--- src/rtl/mod3_share_arbiter.sv ---
// mod3_share_arbiter: round-robin arbiter in front of one shared bit-serial
// divisible-by-3 engine. A granted word is shifted MSB-first through a mod-3
// residue machine and the verdict is returned with the requester index.
// Optional build macro MOD3_ARB_REMAINDER_EN adds rsp_rem (final residue).
module mod3_share_arbiter #(
    parameter int NREQ  = 4,
    parameter int WIDTH = 8
) (
    input  logic                     clk,
    input  logic                     resetn,
    input  logic [NREQ-1:0]          req_valid,
    output logic [NREQ-1:0]          req_ready,
    input  logic [NREQ*WIDTH-1:0]    req_data,
    output logic                     rsp_valid,
    input  logic                     rsp_ready,
    output logic [$clog2(NREQ)-1:0]  rsp_id,
    output logic                     rsp_div,
`ifdef MOD3_ARB_REMAINDER_EN
    output logic [1:0]               rsp_rem,
`endif
    output logic                     busy
);

    localparam int IDW = $clog2(NREQ);
    localparam int CW  = $clog2(WIDTH + 1);

    typedef enum logic [1:0] {IDLE, SHIFT, RESP} state_t;

    state_t           state_q, state_d;
    logic [IDW-1:0]   rr_ptr_q;
    logic [IDW-1:0]   grant_idx;
    logic             grant_vld;
    logic             accept;
    logic [WIDTH-1:0] word_q;
    logic [IDW-1:0]   id_q;
    logic [1:0]       res_q;
    logic [1:0]       res_nxt;
    logic [CW-1:0]    cnt_q;
    logic             rsp_valid_q;
    logic [IDW-1:0]   rsp_id_q;
    logic             rsp_div_q;
`ifdef MOD3_ARB_REMAINDER_EN
    logic [1:0]       rsp_rem_q;
`endif

    // One step of the residue machine: new residue of (2*r + b) mod 3.
    function automatic logic [1:0] mod3_step(input logic [1:0] r, input logic b);
        case ({r, b})
            3'b000:  mod3_step = 2'd0;
            3'b001:  mod3_step = 2'd1;
            3'b010:  mod3_step = 2'd2;
            3'b011:  mod3_step = 2'd0;
            3'b100:  mod3_step = 2'd1;
            3'b101:  mod3_step = 2'd2;
            default: mod3_step = 2'd0; // residue 3 is unreachable
        endcase
    endfunction

    assign res_nxt = mod3_step(res_q, word_q[WIDTH-1]);

    // Round-robin search: first valid requester starting at rr_ptr, wrapping.
    always_comb begin
        logic [IDW:0]   sum;
        logic [IDW-1:0] idx;
        grant_vld = 1'b0;
        grant_idx = '0;
        sum       = '0;
        idx       = '0;
        // Walk from the farthest candidate back to rr_ptr so the nearest wins.
        for (int k = NREQ - 1; k >= 0; k--) begin
            sum = {1'b0, rr_ptr_q} + (IDW+1)'(k);
            if (sum >= (IDW+1)'(NREQ)) begin
                sum = sum - (IDW+1)'(NREQ);
            end
            idx = sum[IDW-1:0];
            if (req_valid[idx]) begin
                grant_vld = 1'b1;
                grant_idx = idx;
            end
        end
    end

    // FSM state register.
    always_ff @(posedge clk) begin
        if (!resetn) begin
            state_q <= IDLE;
        end else begin
            state_q <= state_d;
        end
    end

    // FSM next-state logic.
    always_comb begin
        state_d = state_q;
        case (state_q)
            IDLE:    if (accept) state_d = SHIFT;
            SHIFT:   if (cnt_q == CW'(1)) state_d = RESP;
            RESP:    if (rsp_ready) state_d = IDLE;
            default: state_d = IDLE;
        endcase
    end

    // FSM outputs: one-hot ready to the granted requester while idle.
    always_comb begin
        req_ready = '0;
        accept    = 1'b0;
        if (state_q == IDLE && resetn && grant_vld) begin
            req_ready[grant_idx] = 1'b1;
            accept               = 1'b1;
        end
        busy = (state_q != IDLE);
    end

    // Control registers: pointer, residue, bit count and registered response.
    always_ff @(posedge clk) begin
        if (!resetn) begin
            rr_ptr_q    <= '0;
            res_q       <= 2'd0;
            cnt_q       <= '0;
            rsp_valid_q <= 1'b0;
            rsp_id_q    <= '0;
            rsp_div_q   <= 1'b0;
`ifdef MOD3_ARB_REMAINDER_EN
            rsp_rem_q   <= 2'd0;
`endif
        end else begin
            case (state_q)
                IDLE: begin
                    if (accept) begin
                        res_q    <= 2'd0;
                        cnt_q    <= CW'(WIDTH);
                        rr_ptr_q <= (grant_idx == IDW'(NREQ - 1)) ? '0 : grant_idx + 1'b1;
                    end
                end
                SHIFT: begin
                    res_q <= res_nxt;
                    cnt_q <= cnt_q - 1'b1;
                    // Last bit: capture the verdict from the final residue.
                    if (cnt_q == CW'(1)) begin
                        rsp_valid_q <= 1'b1;
                        rsp_id_q    <= id_q;
                        rsp_div_q   <= (res_nxt == 2'd0);
`ifdef MOD3_ARB_REMAINDER_EN
                        rsp_rem_q   <= res_nxt;
`endif
                    end
                end
                RESP: begin
                    if (rsp_ready) rsp_valid_q <= 1'b0;
                end
                default: ;
            endcase
        end
    end

    // Data registers: latch the granted word/ID, then shift MSB-first.
    always_ff @(posedge clk) begin
        if (state_q == IDLE && accept) begin
            word_q <= req_data[grant_idx*WIDTH +: WIDTH];
            id_q   <= grant_idx;
        end else if (state_q == SHIFT) begin
            word_q <= word_q << 1;
        end
    end

    assign rsp_valid = rsp_valid_q;
    assign rsp_id    = rsp_id_q;
    assign rsp_div   = rsp_div_q;
`ifdef MOD3_ARB_REMAINDER_EN
    assign rsp_rem   = rsp_rem_q;
`endif

endmodule

--- config.mk ---
export PLATFORM = sky130hd
export DESIGN_NAME = mod3_share_arbiter
export DESIGN_NICKNAME = d
export VERILOG_FILES = /design/src/rtl/mod3_share_arbiter.sv
export SDC_FILE = /design/constraint.sdc
export NUM_CORES = 1
export LEC_CHECK = 0
export ABC_AREA = 1
export BUFFER_PORTS_ARGS = -buffer_cell sky130_fd_sc_hd__buf_2
export CAP_MARGIN = 20
export CORE_MARGIN = 2
export CORE_UTILIZATION = 45
export CTS_BUF_LIST = sky130_fd_sc_hd__clkbuf_4 sky130_fd_sc_hd__clkbuf_8
export DETAILED_ROUTE_END_ITERATION = 8
export PLACE_DENSITY = 0.69
export SKIP_CTS_REPAIR_TIMING = 1
export SYNTH_ARGS = -nofsm -noshare
export SYNTH_HDL_FRONTEND = slang
export SYNTH_SLANG_ARGS = --single-unit
--- constraint.sdc ---
create_clock -name clk -period 2.1 [get_ports clk]
set_input_delay 0.42 -clock clk [delete_from_list [all_inputs] [get_ports clk]]
set_output_delay 0.42 -clock clk [all_outputs]
set_load 0.005 [all_outputs]
* Yosys cells after proc, flatten, opt, wreduce, memory -nomap -nowiden
Cells that the tools add are included.
** Word-level totals
- Output and inout port bits :: 9
- Register bits :: 24
- Word-level logic and storage cells :: 96
- Bits of input ports :: 39
** Operators by class
- Add/subtract/negate cells :: 9
- Reductions and logical operators :: 17
- Shifts and indexed selects :: 1
- Mux-type cells :: 39
- Eq/ne operators :: 11
- $lt $le $gt $ge :: 10
** Operators with widths (number)
- indexed part select 32 x 6 -> 8 bit :: 1
- 2-to-1 mux 2 bit :: 13
- 2-to-1 mux 8 bit :: 2
- < comparator 2 x 3 -> 1 bit, second input constant :: 5
- 2-to-1 mux 1 bit :: 12
- greater-or-equal comparator 3 bit, second input constant :: 3
- binary-select mux 1 bit (select 2 bit) :: 4
- 2-to-1 mux 4 bit :: 2
- case mux 2 bit (2 select lines) :: 2
- case mux 4 bit (2 select lines) :: 1
- nonzero test 2 bit :: 4
- subtractor 2 x 1 -> 2 bit, second input constant :: 4
- adder 2 x 2 -> 3 bit, second input constant :: 2
- == test 3 bit, second input constant :: 2
- != test 2 bit, second input constant :: 3
- case mux 2 bit (3 select lines) :: 1
- AND reduction 2 bit :: 3
- AND reduction 3 bit :: 2
- == test 2 bit, second input constant :: 2
- == test 4 x 1 -> 1 bit, second input constant :: 1
- logical AND 1 bit :: 4
- logical NOT 2 bit :: 2
- OR reduction 2 bit :: 2
- subtractor 4 x 1 -> 4 bit, second input constant :: 1
- other kinds (9) :: 9

* Longest topological paths before layout
Gate-level depths: netlist (run 1).
- Word-level depth :: 14
- Depth in mapped cells :: 13
- Mapped depth without buffers :: 13

* Worst setup path after synthesis (run 1)
No wires, ideal clock.
- Kind :: input to output
- From :: input req_valid[1]
- To :: output req_ready[3]
- Path slack :: 189 ps
- Stages on the path :: 12
- Path buffers :: 1
- Arrival :: 1491 ps
- Required time :: 1680 ps
- Cells stage by stage :: inv_1 > nand2_1 > nand3_1 > nand2_1 > nand3_2 > nand2_2 > nand2_4 > nand2_8 > buf_12 > ha_1 > inv_1 > nor2_1
** On the way
- Cells in the longest elaborated chain, start to end :: 11
- Elaborated cells between the ends (all ways) :: 23
- Classes of those cells :: order compare: 2; mux: 19; reduce/logical: 2
** Ends and longest elaborated chain
- from (decl) :: RTL line 11 : input logic [NREQ-1:0] req_valid,
- binary-select mux 1 bit (select 2 bit) :: RTL line 76 : if (req_valid[idx]) begin
- 2-to-1 mux 1 bit (implied by the code) :: RTL line 76
- 2-to-1 mux 2 bit (3 in a row) :: RTL line 76
- 2-to-1 mux 2 bit * :: RTL line 76
- via grant_idx[0] :: RTL line 31 : logic [IDW-1:0] grant_idx;
- < comparator 2 x 3 -> 1 bit (implied by the code) / greater-or-equal comparator 2 x 1 -> 1 bit (equally long branches) :: RTL line 108 : req_ready[grant_idx] = 1'b1;
- logical AND 1 bit (implied by the code) :: RTL line 108
- 2-to-1 mux 1 bit (implied by the code) :: RTL line 108
- demux 1 bit (select 2 bit) * :: RTL line 108
- 2-to-1 mux 4 bit * :: RTL line 107 : if (state_q == IDLE && resetn && grant_vld) begin
- to (decl) :: RTL line 12 : output logic [NREQ-1:0] req_ready,
The timed path passes the listed nets; every way through them passes the cells marked *. The select of a mux whose other input is x is not followed.

* Worst setup path after layout (run 1)
- From :: register rr_ptr_q[0]
- To :: output req_ready[1]
** On the way
- Cells in the longest elaborated chain, start to end :: 14
- Elaborated cells between the ends (all ways) :: 38
- Classes of those cells :: add/sub: 7; order compare: 6; mux: 23; reduce/logical: 2
** Ends and longest elaborated chain
- from (decl) :: RTL line 30 : logic [IDW-1:0] rr_ptr_q;
- from (signal assigned) :: RTL line 132 : rr_ptr_q <= (grant_idx == IDW'(NREQ - 1)) ? '0 : grant_idx + 1'b1;
- adder 2 x 2 -> 3 bit :: RTL line 71 : sum = {1'b0, rr_ptr_q} + (IDW+1)'(k);
- greater-or-equal comparator 3 bit / subtractor 2 x 1 -> 2 bit (equally long branches) :: RTL line 72, 73
- 2-to-1 mux 2 bit :: RTL line 72 : if (sum >= (IDW+1)'(NREQ)) begin
- binary-select mux 1 bit (select 2 bit) :: RTL line 76
- 2-to-1 mux 1 bit (implied by the code) :: RTL line 76
- 2-to-1 mux 2 bit (3 in a row) :: RTL line 76
- 2-to-1 mux 2 bit * :: RTL line 76
- via grant_idx[1] :: RTL line 31
- < comparator 2 x 3 -> 1 bit (implied by the code) / greater-or-equal comparator 2 x 1 -> 1 bit (equally long branches) :: RTL line 108
- logical AND 1 bit (implied by the code) :: RTL line 108
- 2-to-1 mux 1 bit (implied by the code) :: RTL line 108
- demux 1 bit (select 2 bit) * :: RTL line 108
- 2-to-1 mux 4 bit * :: RTL line 107
Marked as above.

==> results of run 1 <==
[final cells by class]
cell class / instances / area, µm²
multi-input cells: 165 / 907
inverters: 30 / 115
repair buffers: 67 / 389
clock buffers: 4 / 36.3
fillers: 332 / 1330
flip-flops and latches: 24 / 586
well taps: 46 / 57.6
[worst reg2reg max path, delay by kind of cell (launching register included)]
kind	cells	cell delay, ns
buffers and inverters	4	0.49
and+or+nand+nor	6	0.51
AOI/OAI and AO/OA	2	0.40
DFF	1	0.38
[synthesized netlist by cell type]
cell type | number | area share, %
dfxtp_1 | 14 | 17
nor2_1 | 15 | 3.4
nand2_2 | 11 | 4.2
a21o_1 | 1 | 0.46
nand3_1 | 47 | 14
nand3_4 | 1 | 1.1
buf_6 | 3 | 2.0
o31ai_1 | 1 | 0.46
o21ai_1 | 2 | 0.61
inv_4 | 1 | 0.38
a21oi_4 | 1 | 0.99
edfxtp_1 | 10 | 18
ha_1 | 6 | 4.6
xor2_1 | 1 | 0.53
clkinv_1 | 1 | 0.23
nand3_2 | 2 | 1.2
nand2_8 | 1 | 1.2
nand2_1 | 50 | 11
buf_12 | 1 | 1.2
xnor2_1 | 1 | 0.53
nand3b_1 | 1 | 0.46
inv_1 | 28 | 6.4
nand4_1 | 1 | 0.38
o21ai_0 | 7 | 2.1
buf_4 | 3 | 1.4
nand2_4 | 1 | 0.68
a21oi_1 | 13 | 3.9
or2_2 | 2 | 0.76
[through the flow]
step,setup slack [ns],instance area (µm²),instances,utilization [%]
3_5_place_dp,-0.0133,2010,331,58.8
5_1_grt,-0.407,2090,336,61.2
3_3_place_gp,0.00679,2010,331,58.8
6_report,-0.259,2090,336,61.2
4_1_cts,-0.394,2040,335,59.9
2_1_floorplan,0.189,1650,226,-
[worst max-delay path by stage]
stage	start	slack (ns)	end
3_5_place_dp	req_valid[1]	-0.01	req_ready[0]
2_1_floorplan	req_valid[1]	0.19	req_ready[3]
5_1_grt	rr_ptr_q[0]	-0.41	req_ready[1]
6_report	rr_ptr_q[0]	-0.26	req_ready[1]
4_1_cts	rr_ptr_q[0]	-0.39	req_ready[1]
3_3_place_gp	req_valid[1]	0.007	req_ready[0]
[metal layers]
metal	up-vias	GRT usage, %	share of wire (%)
met4	0	4.52	0.99
li1	871	-	-
met2	39	34.9	47
met5	-	0	0
met3	6	5.03	5.1
met1	720	24.4	47
[power groups by stage]
| stage | Clock (mW) | Sequential (mW) | Combinational (mW) |
|---|---|---|---|
| finish | 0.241 | 0.689 | 1.21 |
| global route | 0.271 | 0.705 | 1.37 |
| CTS | 0.253 | 0.684 | 1.18 |
| detailed placement | 0 | 0.695 | 1.17 |
| global placement | 0 | 0.691 | 1.16 |
| floorplan | 0 | 0.681 | 0.861 |
[cell families after synthesis]
kind of cell             Yosys count  synth area share (%)
AO/OA/AOI/OAI                     25                  8.57
XOR/XNOR                           2                  1.06
adder cells (fa/ha/maj)            6                  4.55
buffers and inverters             37                  11.6
flip-flops                        24                  35.2
AND/OR/NAND/NOR                  132                  39.0
[sequential cells by signal, summed over array words and instances (netlist names)]
register,flops
res_q,2
cnt_q,4
rsp_id,2
rr_ptr_q,2
rsp_valid,1
word_q,8
rsp_div,1
state_q,2
id_q,2
==> summary.md, run 1 <==
| Metric | Value |
|---|---|
| Status | `finished, violations left` |
| Failing checks | `setup timing` |
| Combinational power share | `56.5%` |
| Setup Viol. Count Final | `4` |
| Synth warn | `0` |
| Nets | `336` |
| CP bufs+invs | `4` |
| Average size of a mapped cell | `7.30 µm²` |
| Die width | `64.5 µm` |
| Fmax | `0.424 GHz` |
| CP required | `1.68 ns` |
| Cell variety after synth | `28` |
| Leading cell type in the layout, fill and taps excluded | `nand2_1` |
| Clock network fraction of design power | `11.3%` |
| Final worst slack | `-0.259 ns` |
| Initial Util | `48.3%` |
| Antenna viol nets, final | `0` |
| Hold Path End | `state_q[1]` |
| Levels on crit path | `11` |
| Reg2reg setup slack | `0.21 ns` |
| WHS Path Cells | `4` |
| Total grt overflow | `0` |
| Layout overhead on the synthesized area | `26.8%` |
| H-Tree Depth | `1` |
| Leak pwr | `1.07 nW` |
| Gpl congestion | `0.851` |
| CTS clk-pin slew, worst paths | `0.13 ns` |
| Peak VDD IR | `0.462 mV` |
| Max Cap Viol | `0` |
| Worst path arrival time | `1.94 ns` |
| Max stage delay on crit path | `0.38 ns` |
| Vias in the first global route | `1616` |
| #FFs+latches synth | `24` |
| First-pass GRT wire length | `6640 µm` |
| IO Pins | `48` |
| CTS Sinks | `24` |
| Worst Hold Launch | `rsp_ready` |
| Via density per instance | `4.87` |
| Switch Pwr | `0.886 mW` |
| Syn_nets | `271` |
| Worst-path cell chain | `buf_6 > o21ai_2 > nand2_1 > nand3_2 > nand2_2 > a21oi_4 > inv_4 > ha_1 > inv_1 > nor2_1 > buf_2` |
| Crit Reg-Reg Startpoint | `rr_ptr_q[0]` |
| CTS max path bufs | `2` |
| Critical path class | `reg2out` |
| Net Sw Frac | `41.5%` |
| Die footprint | `0.00416 mm²` |
| Post-Syn Area | `0.00165 mm²` |
| Sequential area share after synthesis | `35.2%` |
| PD cells | `1020 mW/mm²` |
| Crit Reg-Reg Endpoint | `word_q[1]` |
| Post-DP HPWL | `2860 µm` |
| CP max FO | `8` |
| Final routed DRC violation total | `0` |
| Hold_ws | `0.376 ns` |
| Hold violation total from the final report | `0` |
| Reg2Reg Depth | `12` |
| Vias after detailed routing | `1636` |
| Starting DRT DRC Count | `67` |
| Sum Neg Setup Slack | `-0.995 ns` |
| Sequential power share | `32.2%` |
| GRT Total Usage | `19.9%` |
| Total chip power | `2.14 mW` |
| Crit. End Element | `output pin` |
| CTS Root Cell | `clkbuf_4` |
| Number of antenna violations at the first check in global routing | `0` |
| Most frequent cells in the layout | `49 x nand2_1, 47 x buf_2, 43 x nand3_1, 26 x inv_1, 19 x buf_4` |
| Skew final | `0.00317 ns` |
| Int Pwr | `1.25 mW` |
| DRT Pass-1 Iters | `4` |
| Die Y | `64.5 µm` |
| Worst hold path class | `in2reg` |
| CTS tree | `done` |
| # diodes | `0` |
| CTS buffer count | `3` |
| Worst setup SP type | `register` |
| Site row count | `21` |
| Largest delay contributor family on the critical path | `compound AO/OA/AOI/OAI gates` |
| Port Buf Inserts | `47` |
| CP max-delay cell | `dfxtp_4` |
| Largest net degree at the start of global routing | `17` |
| Period utilization | `112%` |
| Routed WL | `3730 µm` |
| Clock Latency Late Sink | `0.31 ns` |
| Post-DR wirelength/cell | `11.1 µm` |
| Final Max Slew Viols | `0` |
| Final period demand of the worst path | `2.36 ns` |
| Core Region | `0.00342 mm²` |
| Rel. slew slack | `73.5%` |
| Layout cells sized above 1 | `35.5%` |
| Syn Inst Count | `226` |
| Tightest Pin Transition | `0.397 ns` |
| Unrepaired setup endpoints after global routing | `true` |
Note: power is estimated with default switching activity, not from simulation.
==> run 2: changes to the inputs <==
--- a/config.mk
+++ b/config.mk
@@ -8,11 +8,14 @@
 export ABC_AREA = 1
 export BUFFER_PORTS_ARGS = -buffer_cell sky130_fd_sc_hd__buf_2
 export CAP_MARGIN = 20
+export CELL_PAD_IN_SITES_DETAIL_PLACEMENT = 0
+export CELL_PAD_IN_SITES_GLOBAL_PLACEMENT = 1
 export CORE_MARGIN = 2
-export CORE_UTILIZATION = 45
+export CORE_UTILIZATION = 38
 export CTS_BUF_LIST = sky130_fd_sc_hd__clkbuf_4 sky130_fd_sc_hd__clkbuf_8
 export DETAILED_ROUTE_END_ITERATION = 8
-export PLACE_DENSITY = 0.69
+export MAX_ROUTING_LAYER = met4
+export PLACE_DENSITY = 0.8
 export SKIP_CTS_REPAIR_TIMING = 1
 export SYNTH_ARGS = -nofsm -noshare
 export SYNTH_HDL_FRONTEND = slang
==> run 2 against run 1 <==
Effect of this change: the run still ends with setup timing left; clock skew grew 0.0035 ns; flip-flop and latch count is the same; first-iteration DRC count shrank 13%; maximum frequency grew 0.91%; core utilization shrank 7.0 points; clock power grew 30%; sequential share of layout area shrank 1.5 points; hold slack gained 0.061 ns; setup slack gained 0.021 ns; total power grew 7.6%; sequential power grew 2%; non-clock buffer count grew 5.
==> summary.md, run 2 (synthesized netlist as in run 1, its figures left out) <==
| Metric | Value |
|---|---|
| GR peak layer | `met2` |
| Combinational power share | `55.9% (-0.6 points)` |
| Skew final | `0.00670 ns (+0.00353 ns)` |
| CTS clk-pin slew, worst paths | `0.09 ns (-0.04 ns)` |
| Vias after detailed routing | `1641 (+0.31%)` |
| Site row count | `23 (+9.5%)` |
| Core Region | `0.00409 mm² (+20%)` |
| WHS Path Cells | `4 (unchanged)` |
| Fmax | `0.428 GHz (+0.91%)` |
| Sequential power share | `30.4% (-1.8 points)` |
| Met1 Usage GRT | `20.9% (-3.5 points)` |
| Crit. End Element | `output pin` |
| Finished Cell Area | `0.00222 mm² (+6.0%)` |
| Final worst slack | `-0.238 ns (+0.0212 ns)` |
| Port Buf Inserts | `47 (unchanged)` |
| Routed WL | `3970 µm (+6.5%)` |
| Top reg by flops | `word_q` |
| Largest net degree at the start of global routing | `16 (-1)` |
| M2 GR Usage | `27.5% (-7.4 points)` |
| Sum Neg Setup Slack | `-0.921 ns (+0.0742 ns)` |
| Die footprint | `0.00488 mm² (+17%)` |
| Number of antenna violations at the first check in global routing | `0 (unchanged)` |
| Leak pwr | `1.11 nW (+4.0%)` |
| Int Pwr | `1.36 mW (+9.1%)` |
| Most frequent cells in the layout | `47 x buf_2, 44 x nand2_1, 43 x nand3_1, 24 x inv_1, 22 x buf_4` |
| Worst hold path class | `in2reg` |
| Global Route met3 Usage | `3.32% (-1.7 points)` |
| Initial Util | `40.4% (-7.9 points)` |
| Placed instance area | `0.00204 mm² (+1.4%)` |
| Final routed DRC violation total | `0 (unchanged)` |
| Crit Reg-Reg Startpoint | `rr_ptr_q[0]` |
| Hold violation total from the final report | `0 (unchanged)` |
| Final Max Slew Viols | `0 (unchanged)` |
| Layout overhead on the synthesized area | `34.4%` |
| PD cells | `1040 mW/mm² (+1.6%)` |
| CTS Sinks | `24 (unchanged)` |
| Clock Latency Late Sink | `0.27 ns (-0.04 ns)` |
| Placed cell count | `338 (+2.1%)` |
| Status | `finished, violations left` |
| Antenna viol nets, final | `0 (unchanged)` |
| Worst setup SP type | `register` |
| Total grt overflow | `0 (unchanged)` |
| Period utilization | `111% (-1.0 points)` |
| Post-DR wirelength/cell | `11.5 µm (+3.7%)` |
| CTS Root Cell | `clkbuf_8` |
| Reg2Reg Depth | `11 (-1)` |
| CTS tree | `done` |
| Worst path arrival time | `1.92 ns (-0.02 ns)` |
| Layout cells sized above 1 | `40.7% (+5.2 points)` |
| Rel. slew slack | `79.5% (+6.1 points)` |
| Critical path class | `reg2out` |
| First-pass GRT wire length | `6510 µm (-2.1%)` |
| Nets | `341 (+1.5%)` |
| Gpl congestion | `0.788 (-7.4%)` |
| Via density per instance | `4.76 (-2.3%)` |
| Die width | `69.9 µm (+8.3%)` |
| Setup Viol. Count Final | `4 (unchanged)` |
| CTS buffer count | `3 (unchanged)` |
| Max Cap Viol | `0 (unchanged)` |
| Worst Hold Launch | `rsp_ready` |
| Largest regs | `word_q x8, cnt_q x4` |
| Failing checks | `setup timing` |
| CP required | `1.68 ns (about the same)` |
| Net Sw Frac | `40.7% (-0.78 points)` |
| Starting DRT DRC Count | `58 (-13%)` |
| Clock network fraction of design power | `13.7% (+2.4 points)` |
| Die Y | `69.9 µm (+8.3%)` |
| GRT Total Usage | `16.4% (-3.5 points)` |
| DRT Pass-1 Iters | `4 (unchanged)` |
| CP max FO | `5 (-3)` |
| CP startpoint | `rr_ptr_q[0]` |
| Peak VDD IR | `0.458 mV (-0.99%)` |
| Max FFs per register | `8 (unchanged)` |
| IO Pins | `48 (unchanged)` |
| # diodes | `0 (unchanged)` |
| Final period demand of the worst path | `2.34 ns (-0.0212 ns)` |
| Unrepaired setup endpoints after global routing | `true` |
| Tightest Pin Transition | `0.306 ns (-0.0915 ns)` |
| Fin cells | `345 (+2.7%)` |
| Leading cell type in the layout, fill and taps excluded | `buf_2` |
| Vias in the first global route | `1516 (-6.2%)` |
| H-Tree Depth | `1 (unchanged)` |
| Switch Pwr | `0.936 mW (+5.6%)` |
| CTS max path bufs | `2 (unchanged)` |
| Post-DP HPWL | `2910 µm (+1.8%)` |
run 2: changes by cell type in the layout (fill, tap and decap cells not counted), sizes merged:
cell and delta:
buf +5
run 2: power groups by stage:
stage	clock network [mW]	logic (mW)	registers, mW
2_1_floorplan	0	0.861	0.681
3_3_place_gp	0	1.18	0.691
3_5_place_dp	0	1.18	0.693
4_1_cts	0.321	1.19	0.683
5_1_grt	0.344	1.45	0.714
6_report	0.314	1.29	0.700
run 2: layout make-up:
type	count	area, µm²
Clock buffer	4	55.1
Fill cell	407	1870
Inverter	30	115
Multi-Input combinational cell	165	961
Sequential cell	24	588
Tap cell	50	62.6
Timing Repair Buffer	72	434
run 2: final timing paths:
kind	endpoint	slack [ns]
max	req_ready[3]	-0.24
min reg2reg	rsp_valid	0.47
max reg2reg	word_q[0]	0.17
min	state_q[1]	0.44
run 2: metal layers:
metal | wire, µm | up-vias
li1 | - | 875
met1 | 1760 | 709
met2 | 1910 | 53
met3 | 264 | 4
met4 | 40 | 0
met5 | 0 | -
run 2: worst max-delay path, stage by stage, from the launching register on:
cell and delay, ns:
dfxtp_4 0.38, buf_6 0.14, xnor2_4 0.14, nand2_1 0.11
nand3_2 0.09, nand2_2 0.07, a21oi_4 0.26, ha_2 0.21
inv_1 0.03, nor2_1 0.09, buf_2 0.12
run 2: metrics by stage:
step	power, mW	hold WS, ns	util, %	setup slack (ns)
floorplan	1.54	0.447	-	0.189
finish	2.30	0.437	54.2	-0.238
CTS	2.19	0.436	51.2	-0.288
global placement	1.88	0.450	49.8	-0.0319
detailed placement	1.88	0.456	49.8	-0.0428
global route	2.51	0.439	54.2	-0.351
